## src/rtl/fsm_core_if.sv

```systemverilog
// Command/status bundle for the loadable down-counter FSM.
// in_i carries {start, stop, pause, load[3:0]}; out_o carries {state[2:0], count[3:0]}.
interface fsm_core_if;
   logic [6:0] in_i;
   logic [6:0] out_o;

   modport master (
      output in_i,
      input  out_o
   );

   modport slave (
      input  in_i,
      output out_o
   );
endinterface

```

## src/rtl/fsm_core.sv

```systemverilog
// fsm_core: loadable down-counter control FSM.
// A 7-bit command word (start/stop/pause/load) is sampled on every rising edge.
// The registered state code and the counter value are reported on a 7-bit Moore
// output, so there is no combinational path from the command word to the output.
// Optional feature macro: FSM_AUTORELOAD_EN. When it is defined, a start with a
// non-zero load value in DONE reloads directly into LOAD. When it is undefined,
// DONE always falls back to IDLE.
module fsm_core #(
   parameter int IN_LEN   = 7,
   parameter int OUT_LEN  = 7,
   parameter int ERR_ZERO = 1
) (
   input  logic        clk,
   input  logic        rst,
   fsm_core_if.slave   bus
);

   typedef enum logic [2:0] {
      IDLE  = 3'd0,
      LOAD  = 3'd1,
      COUNT = 3'd2,
      PAUSE = 3'd3,
      DONE  = 3'd4,
      ERR   = 3'd5
   } state_t;

   state_t        state_q;
   logic [3:0]    count_q;

   logic [IN_LEN-1:0]  cmdWord;
   logic [OUT_LEN-1:0] outWord;
   logic               startCmd;
   logic               stopCmd;
   logic               pauseCmd;
   logic [3:0]         loadVal;
   logic               loadIsZero;

   // Split the command word into its fields.
   assign cmdWord    = bus.in_i;
   assign startCmd   = cmdWord[6];
   assign stopCmd    = cmdWord[5];
   assign pauseCmd   = cmdWord[4];
   assign loadVal    = cmdWord[3:0];
   assign loadIsZero = (loadVal == 4'd0);

   // The output is just the registered state and count, giving Moore behaviour.
   assign outWord = {state_q, count_q};
   assign bus.out_o = outWord;

   // Single sequential FSM. Within each state the commands are checked in
   // priority order: stop first, then pause, then start. Reset overrides every command.
   always_ff @(posedge clk) begin
      if (rst) begin
         state_q <= IDLE;
         count_q <= 4'd0;
      end else begin
         case (state_q)
            IDLE: begin
               count_q <= 4'd0;
               if (stopCmd || pauseCmd) begin
                  state_q <= IDLE;
               end else if (startCmd && !loadIsZero) begin
                  state_q <= LOAD;
                  count_q <= loadVal;
               end else if (startCmd) begin
                  state_q <= (ERR_ZERO != 0) ? ERR : DONE;
               end else begin
                  state_q <= IDLE;
               end
            end
            LOAD: begin
               if (stopCmd) begin
                  state_q <= IDLE;
                  count_q <= 4'd0;
               end else begin
                  state_q <= COUNT;
               end
            end
            COUNT: begin
               if (stopCmd) begin
                  state_q <= IDLE;
                  count_q <= 4'd0;
               end else if (pauseCmd) begin
                  state_q <= PAUSE;
               end else if (count_q <= 4'd1) begin
                  state_q <= DONE;
                  count_q <= 4'd0;
               end else begin
                  count_q <= count_q - 4'd1;
               end
            end
            PAUSE: begin
               if (stopCmd) begin
                  state_q <= IDLE;
                  count_q <= 4'd0;
               end else if (!pauseCmd) begin
                  state_q <= COUNT;
               end
            end
            DONE: begin
               count_q <= 4'd0;
               state_q <= IDLE;
`ifdef FSM_AUTORELOAD_EN
               if (!stopCmd && !pauseCmd && startCmd) begin
                  if (!loadIsZero) begin
                     state_q <= LOAD;
                     count_q <= loadVal;
                  end else begin
                     state_q <= (ERR_ZERO != 0) ? ERR : DONE;
                  end
               end
`endif
            end
            ERR: begin
               count_q <= 4'd0;
               if (stopCmd) begin
                  state_q <= IDLE;
               end
            end
            default: begin
               state_q <= IDLE;
               count_q <= 4'd0;
            end
         endcase
      end
   end

endmodule

```

## src/flat_wrapper.sv

```systemverilog
// flat-port wrapper written by rule: the top's interface ports become plain ports
module fsm_core_flat 
#(
   parameter int IN_LEN   = 7,
   parameter int OUT_LEN  = 7,
   parameter int ERR_ZERO = 1
)
  (clk, rst, bus_in_i, bus_out_o);
  fsm_core_if bus_i ();
  input  logic clk;
  input  logic rst;
  input wire logic [$bits(bus_i.in_i)-1:0] bus_in_i;
  output wire logic [$bits(bus_i.out_o)-1:0] bus_out_o;
  assign bus_i.in_i = bus_in_i;
  assign bus_out_o = bus_i.out_o;
  fsm_core #(.IN_LEN(IN_LEN), .OUT_LEN(OUT_LEN), .ERR_ZERO(ERR_ZERO)) u_core (.clk(clk), .rst(rst), .bus(bus_i));
endmodule
```

## config.mk

```make
export PLATFORM = sky130hd
export DESIGN_NAME = fsm_core_flat
export DESIGN_NICKNAME = d
export VERILOG_FILES = /design/src/rtl/fsm_core_if.sv /design/src/rtl/fsm_core.sv /design/src/flat_wrapper.sv
export SDC_FILE = /design/constraint.sdc
export NUM_CORES = 1
export LEC_CHECK = 0
export ABC_AREA = 1
export CAP_MARGIN = 15
export CORE_AREA = 5 5 42 44
export DETAILED_ROUTE_END_ITERATION = 6
export DIE_AREA = 0 0 47 49
export PLACE_DENSITY = 0.71
export SLEW_MARGIN = 20
export SYNTH_ARGS = -nofsm -noshare
export SYNTH_HDL_FRONTEND = slang
export SYNTH_SLANG_ARGS = --single-unit
```

## constraint.sdc

```tcl
create_clock -name clk -period 3 [get_ports clk]
set_clock_uncertainty 0.2 [all_clocks]
set_input_delay 0.6 -clock clk [delete_from_list [all_inputs] [get_ports clk]]
set_output_delay 0.6 -clock clk [all_outputs]
set_load 0.01 [all_outputs]
```

Yosys cells after proc, flatten, opt, wreduce, memory -nomap -nowiden
Cells that the tools add are included.
{"block": "classes", "add_sub_neg": 1, "n_lt_le_gt_ge": 1, "n_eq_ne": 9, "muxes": 18, "n_reduce_logical": 8}
{"op": "$mux 3", "count": 9}
{"op": "$mux 4", "count": 6}
{"op": "$pmux 3 s5", "count": 1}
{"op": "$pmux 4 s3", "count": 1}
{"op": "$eq 3x2->1 const B", "count": 2}
{"op": "$ne 3x3->1 const B", "count": 2}
{"op": "$le 4x1->1 const B", "count": 1}
{"op": "$logic_not 4->1", "count": 1}
{"op": "$ne 4x3->1 const B", "count": 1}
{"op": "$sub 4x1->4 const B", "count": 1}
{"op": "$eq 3x1->1 const B", "count": 1}
{"op": "$eq 3x3->1 const B", "count": 1}
{"op": "$logic_not 3->1", "count": 1}
{"op": "$reduce_and 3->1", "count": 1}
{"op": "$mux 2", "count": 1}
{"op": "$ne 2x1->1 const B", "count": 1}
{"op": "$ne 2x2->1 const B", "count": 1}
{"op": "$reduce_and 2->1", "count": 1}
{"op": "$reduce_or 2->1", "count": 1}
{"op": "$logic_and 1x1->1", "count": 1}
{"op": "$logic_not 1->1", "count": 1}
{"op": "$logic_or 1x1->1", "count": 1}
{"block": "totals", "register_bits": 7, "input_bits": 9, "output_inout_bits": 7, "wordCells": 39}

Longest topological paths before layout
{"block": "depth", "ltp_word": 6, "depth_mapped": 11, "depth_no_buf": 11}

Worst setup path before layout
OpenSTA, ideal clock, no wires.
{"block": "synth_path", "kind": "register to register", "from": "register u_core.count_q[0]", "to": "register u_core.count_q[2]", "t_arrival_ps": 1258, "path_slack_ps": 1473, "path_stages_with_launch": 12, "path_buffers": 0, "synth_period_minus_slack_ps": 1527, "path_cell_list": "dfxtp_1 -> inv_1 -> ha_1 -> inv_1 -> nand2_1 -> nand2_1 -> nand2_2 -> nor2_4 -> nand2_1 -> nand2_1 -> nand2_1 -> a21oi_1"}
{"block": "synth_via", "elab_chain_len": 5, "elab_cells_between_ends": 6, "classes_between": "add/sub (1); order compare (1); mux (4)"}
{"element": "start, declared", "line_no": "fsm_core.sv:28", "source": "logic [3:0] count_q;"}
{"element": "start signal, assigned", "line_no": "fsm_core.sv:64", "source": "count_q <= loadVal;"}
{"element": "start signal, assigned", "line_no": "fsm_core.sv:89", "source": "count_q <= count_q - 4'd1;"}
{"element": "$sub 4x1->4 / $le 4x1->1 (equally long branches)", "line_no": "fsm_core.sv:89, fsm_core.sv:85"}
{"element": "$mux 4 *", "line_no": "fsm_core.sv:85", "source": "end else if (count_q <= 4'd1) begin"}
{"element": "$mux 4 *", "line_no": "fsm_core.sv:83", "source": "end else if (pauseCmd) begin"}
{"element": "$mux 4 *", "line_no": "fsm_core.sv:80", "source": "if (stopCmd) begin"}
{"element": "$pmux 4 s3 *", "line_no": "fsm_core.sv:57", "source": "case (state_q)"}
Mark *: on every way between the ends. The rest lies on a longest branch, timed or not. The select of a mux whose other input is x is not followed.
A chain may end at the register's enable or synchronous reset.

Worst setup path in the final report
{"block": "layout_path", "from": "register u_core.state_q[2]", "to": "output port bus_out_o[6]"}
{"element": "start, declared", "line_no": "fsm_core.sv:27", "source": "state_t state_q;"}
{"element": "start signal, assigned", "line_no": "fsm_core.sv:66", "source": "state_q <= (ERR_ZERO != 0) ? ERR : DONE;"}
{"element": "end, declared", "line_no": "flat_wrapper.sv:13", "source": "output wire logic [$bits(bus_i.out_o)-1:0] bus_out_o;"}
No word-level cell between the ends.

==> results by group <==
Hold path
  – Hold Crit Class: register to register

Power and ir drop
  – Sw Ratio: between 20% and 30%
  – Flop pwr share: ~44%
  – Clock power frac: between 30 and 40%
  – Leak pwr: roughly 0.00032 uW
  – Logic pwr share: approximately 17%
  – Internal power: approximately 160 uW
  – VDD IR max: between 0.00015 and 0.0002 V
  – Power Density: just under 300 mW/mm2
  – Net Sw Power: 54.3 uW

Logic synthesis
  – Mapped Nets: 94
  – Synthesis warning total: 0
  – Synth cell types: 21
  – Avg Cell Area, Syn: 6.59 um2
  – #FFs+latches synth: 7
  – Async set-reset flop share out of synthesis: 0%
  – Post-synth top area cell: dfxtp_1
  – Top-area cell type share of the netlist area: around a quarter
  – Top FF cell, synth: dfxtp_1
  – Sequential share of the synthesized area: 25.6%
  – Synth Cell Area: 547 um2
  – Synth top cells by count: nand2_1 (25), inv_1 (10), nor2_1 (8)
  – Post-synth EDFFs: 0
  – Top cells by area, synth: dfxtp_1 (26%), nand2_1 (17%), inv_1 (6.9%)
  – Count leader, synth: nand2_1
  – Syn Inst Count: 83

Floorplan
  – Die area: ~0.0023 mm2
  – Core Area: between 0.001 and 0.0015 mm2
  – Effective utilization at floorplan: between 30% and 40%
  – Top Ports: 16
  – Row count: 14
  – Die H: around 49 um
  – Die width: approximately 47 um

Worst setup path
  – Setup crit start kind: register
  – Worst setup path end: bus_out_o[6]
  – R2r setup slk: between 1 and 1.5 ns
  – Bufs and invs on worst path: 1
  – CP top delay family: buffers and inverters
  – Slowest cell on crit path: clkdlybuf4s50_1
  – Worst Path Required: ~2.2 ns
  – Cells along the critical path: clkdlybuf4s50_1
  – Crit path max fanout: 5
  – WP data arrival: between 1 and 1.5 ns
  – Slowest stage delay, CP: between 0.5 and 0.6 ns
  – Worst path depth: 1
  – Setup Crit Path Kind: register to primary output
  – Crit path launch: u_core.state_q[2]
  – Crit. End Element: primary output
  – R2r startpoint: u_core.count_q[0]
  – Reg2reg end: u_core.count_q[1]
  – R2r worst-path depth: 11

Placement
  – Setup WS pre-CTS: about 0.90 ns
  – IO Port Bufs: 15
  – Placed cell area: roughly 720 um2
  – Hpwl dp: ~960 um
  – GP Congestion: about 0.82
  – Placed insts: roughly 110

Timing
  – Final setup margin: 0.948 ns
  – Worst-Margin Slew: around 0.23 ns
  – Slew Limit Fails: 0
  – Tmin final: ~2.1 ns
  – RSZ-0062 raised after global routing: no
  – Final Hold Violating Endpoints: 0
  – Sum Neg Setup Slack: 0 ns
  – Setup Viol. Count Final: 0
  – Hold slack: about 0.29 ns
  – Achievable Freq: between 400 and 500 MHz
  – Fin crit share: roughly two thirds
  – Max-slew headroom: 84.8%

Clock network
  – Hold_buf cts: 0
  – Clock root buffer master: clkbuf_4
  – Reg clk slew, reported paths: about 0.05 ns
  – Postcts setup bufs: 0
  – CTS resizes: 0
  – Total CTS buffers: 3
  – Clock H-tree levels: 1
  – TritonCTS clock tree: done
  – Longest Clk Path Bufs: 2
  – Clock sink total: 7
  – Clk_lat worst skew: about 0.25 ns

Cells and area
  – Layout cells sized above 1: between 15 and 20%
  – Diodes inserted: 0
  – Final std cells w/o fill: between 100 and 150
  – Post-layout instance area: 743 um2
  – Reg area: 140 um2
  – Filler cells: around 150
  – Area occupied by multi-input gates: 350 um2
  – Layout Nets: between 100 and 150
  – Area growth, synth to finish: 35.9%

Drt
  – DR iter-0 viols: 4
  – Residual DRC: 0
  – Vias: ~560
  – Pre-antenna DRT Iters: 4
  – Final ANT Viol Nets: 0
  – Post-Route WL: about 1200 um
  – Via density: about 4.7
  – WL/cell: just under 10 um

GRT
  – Global route overflow: 0
  – First-pass GRT wire length: approximately 2000 um
  – Pin count of the biggest net entering global routing: 8
  – Initial antenna violation count: 0
  – Total track usage: between 10% and 20%
  – Vias in the first global route: roughly 540

Run status
  – Outcome: complete, no violations

Run
  – MaxCap Viol Count: 0
-- sequential cells by signal (all words and copies together), names as in the netlist --
| register | cells |
|---|---|
| u_core.count_q | 4 |
| u_core.state_q | 3 |
-- layer usage --
metal	track usage [%]	routed length, um
met1	13.6	542
met2	19.0	563
met3	3.32	63
met4	5.53	0
met5	0	0
-- logic make-up (layout without fill, tap and decap cells) --
family          count (synthesis)  after routing  synth area share [%]
buf+inv                        15             34                  10.3
flops                           7              7                  25.6
compound gates                  8              8                  11.0
xor+xnor                        1              1                  1.60
simple gates                   50             50                  46.9
fa+ha+maj                       2              2                  4.58
-- worst min-delay path by stage --
stage          slack, ns                end  cells past startpoint         startpoint
2_1_floorplan       0.29  u_core.count_q[1]                      2  u_core.count_q[1]
3_3_place_gp        0.29  u_core.count_q[1]                      2  u_core.count_q[1]
3_5_place_dp        0.28  u_core.count_q[1]                      2  u_core.count_q[1]
4_1_cts             0.29  u_core.count_q[1]                      2  u_core.count_q[1]
5_1_grt             0.32  u_core.count_q[1]                      2  u_core.count_q[1]
6_report            0.29  u_core.count_q[1]                      2  u_core.count_q[1]
-- power groups by stage --
stage	Combinational [uW]	Clock (uW)	Sequential, uW
2_1_floorplan	17.3	0	99.0
3_3_place_gp	36.8	0	98.5
3_5_place_dp	37.5	0	98.5
4_1_cts	37.6	85.7	96.6
5_1_grt	40.8	95.4	96.7
6_report	37.5	84.8	96.6
-- tightest hold or removal path: stages, from the launching register on --
cell and delay [ns]:
dfxtp_1 0.32, nand2_1 0.06, a21oi_1 0.06
-- area by class of cell --
class / count / share of cell area [%]
clock buffers: 4 / 3.54
inverters: 15 / 7.58
repair buffers: 15 / 20.2
flip-flops and latches: 7 / 18.9
multi-input cells: 61 / 47.1
well taps: 16 / 2.69
-- layout by cell type, fill, tap and decap left out --
cell type         n
nand3_2           1
a21oi_4           1
inv_1            10
a21oi_1           4
nand2_1          25
nor2_2            2
nand4_1           3
inv_2             5
xor2_1            1
nor2_1            8
o21ai_2           1
nand3_1           2
nand2_4           1
nor3_1            1
dfxtp_1           7
nand3b_1          1
clkbuf_1          1
clkbuf_4          3
nor3_4            1
clkdlybuf4s50_1  15
a21boi_1          2
nor2_4            2
nand2_2           3
ha_1              2
-- metrics by stage --
stage / power (uW) / utilization (%)
2_1_floorplan: 116 / -
3_3_place_gp: 135 / 51.2
3_5_place_dp: 136 / 51.2
4_1_cts: 220 / 53.0
5_1_grt: 233 / 53.0
6_report: 219 / 53.0
No activity file was read; power rests on OpenSTA's default activity.
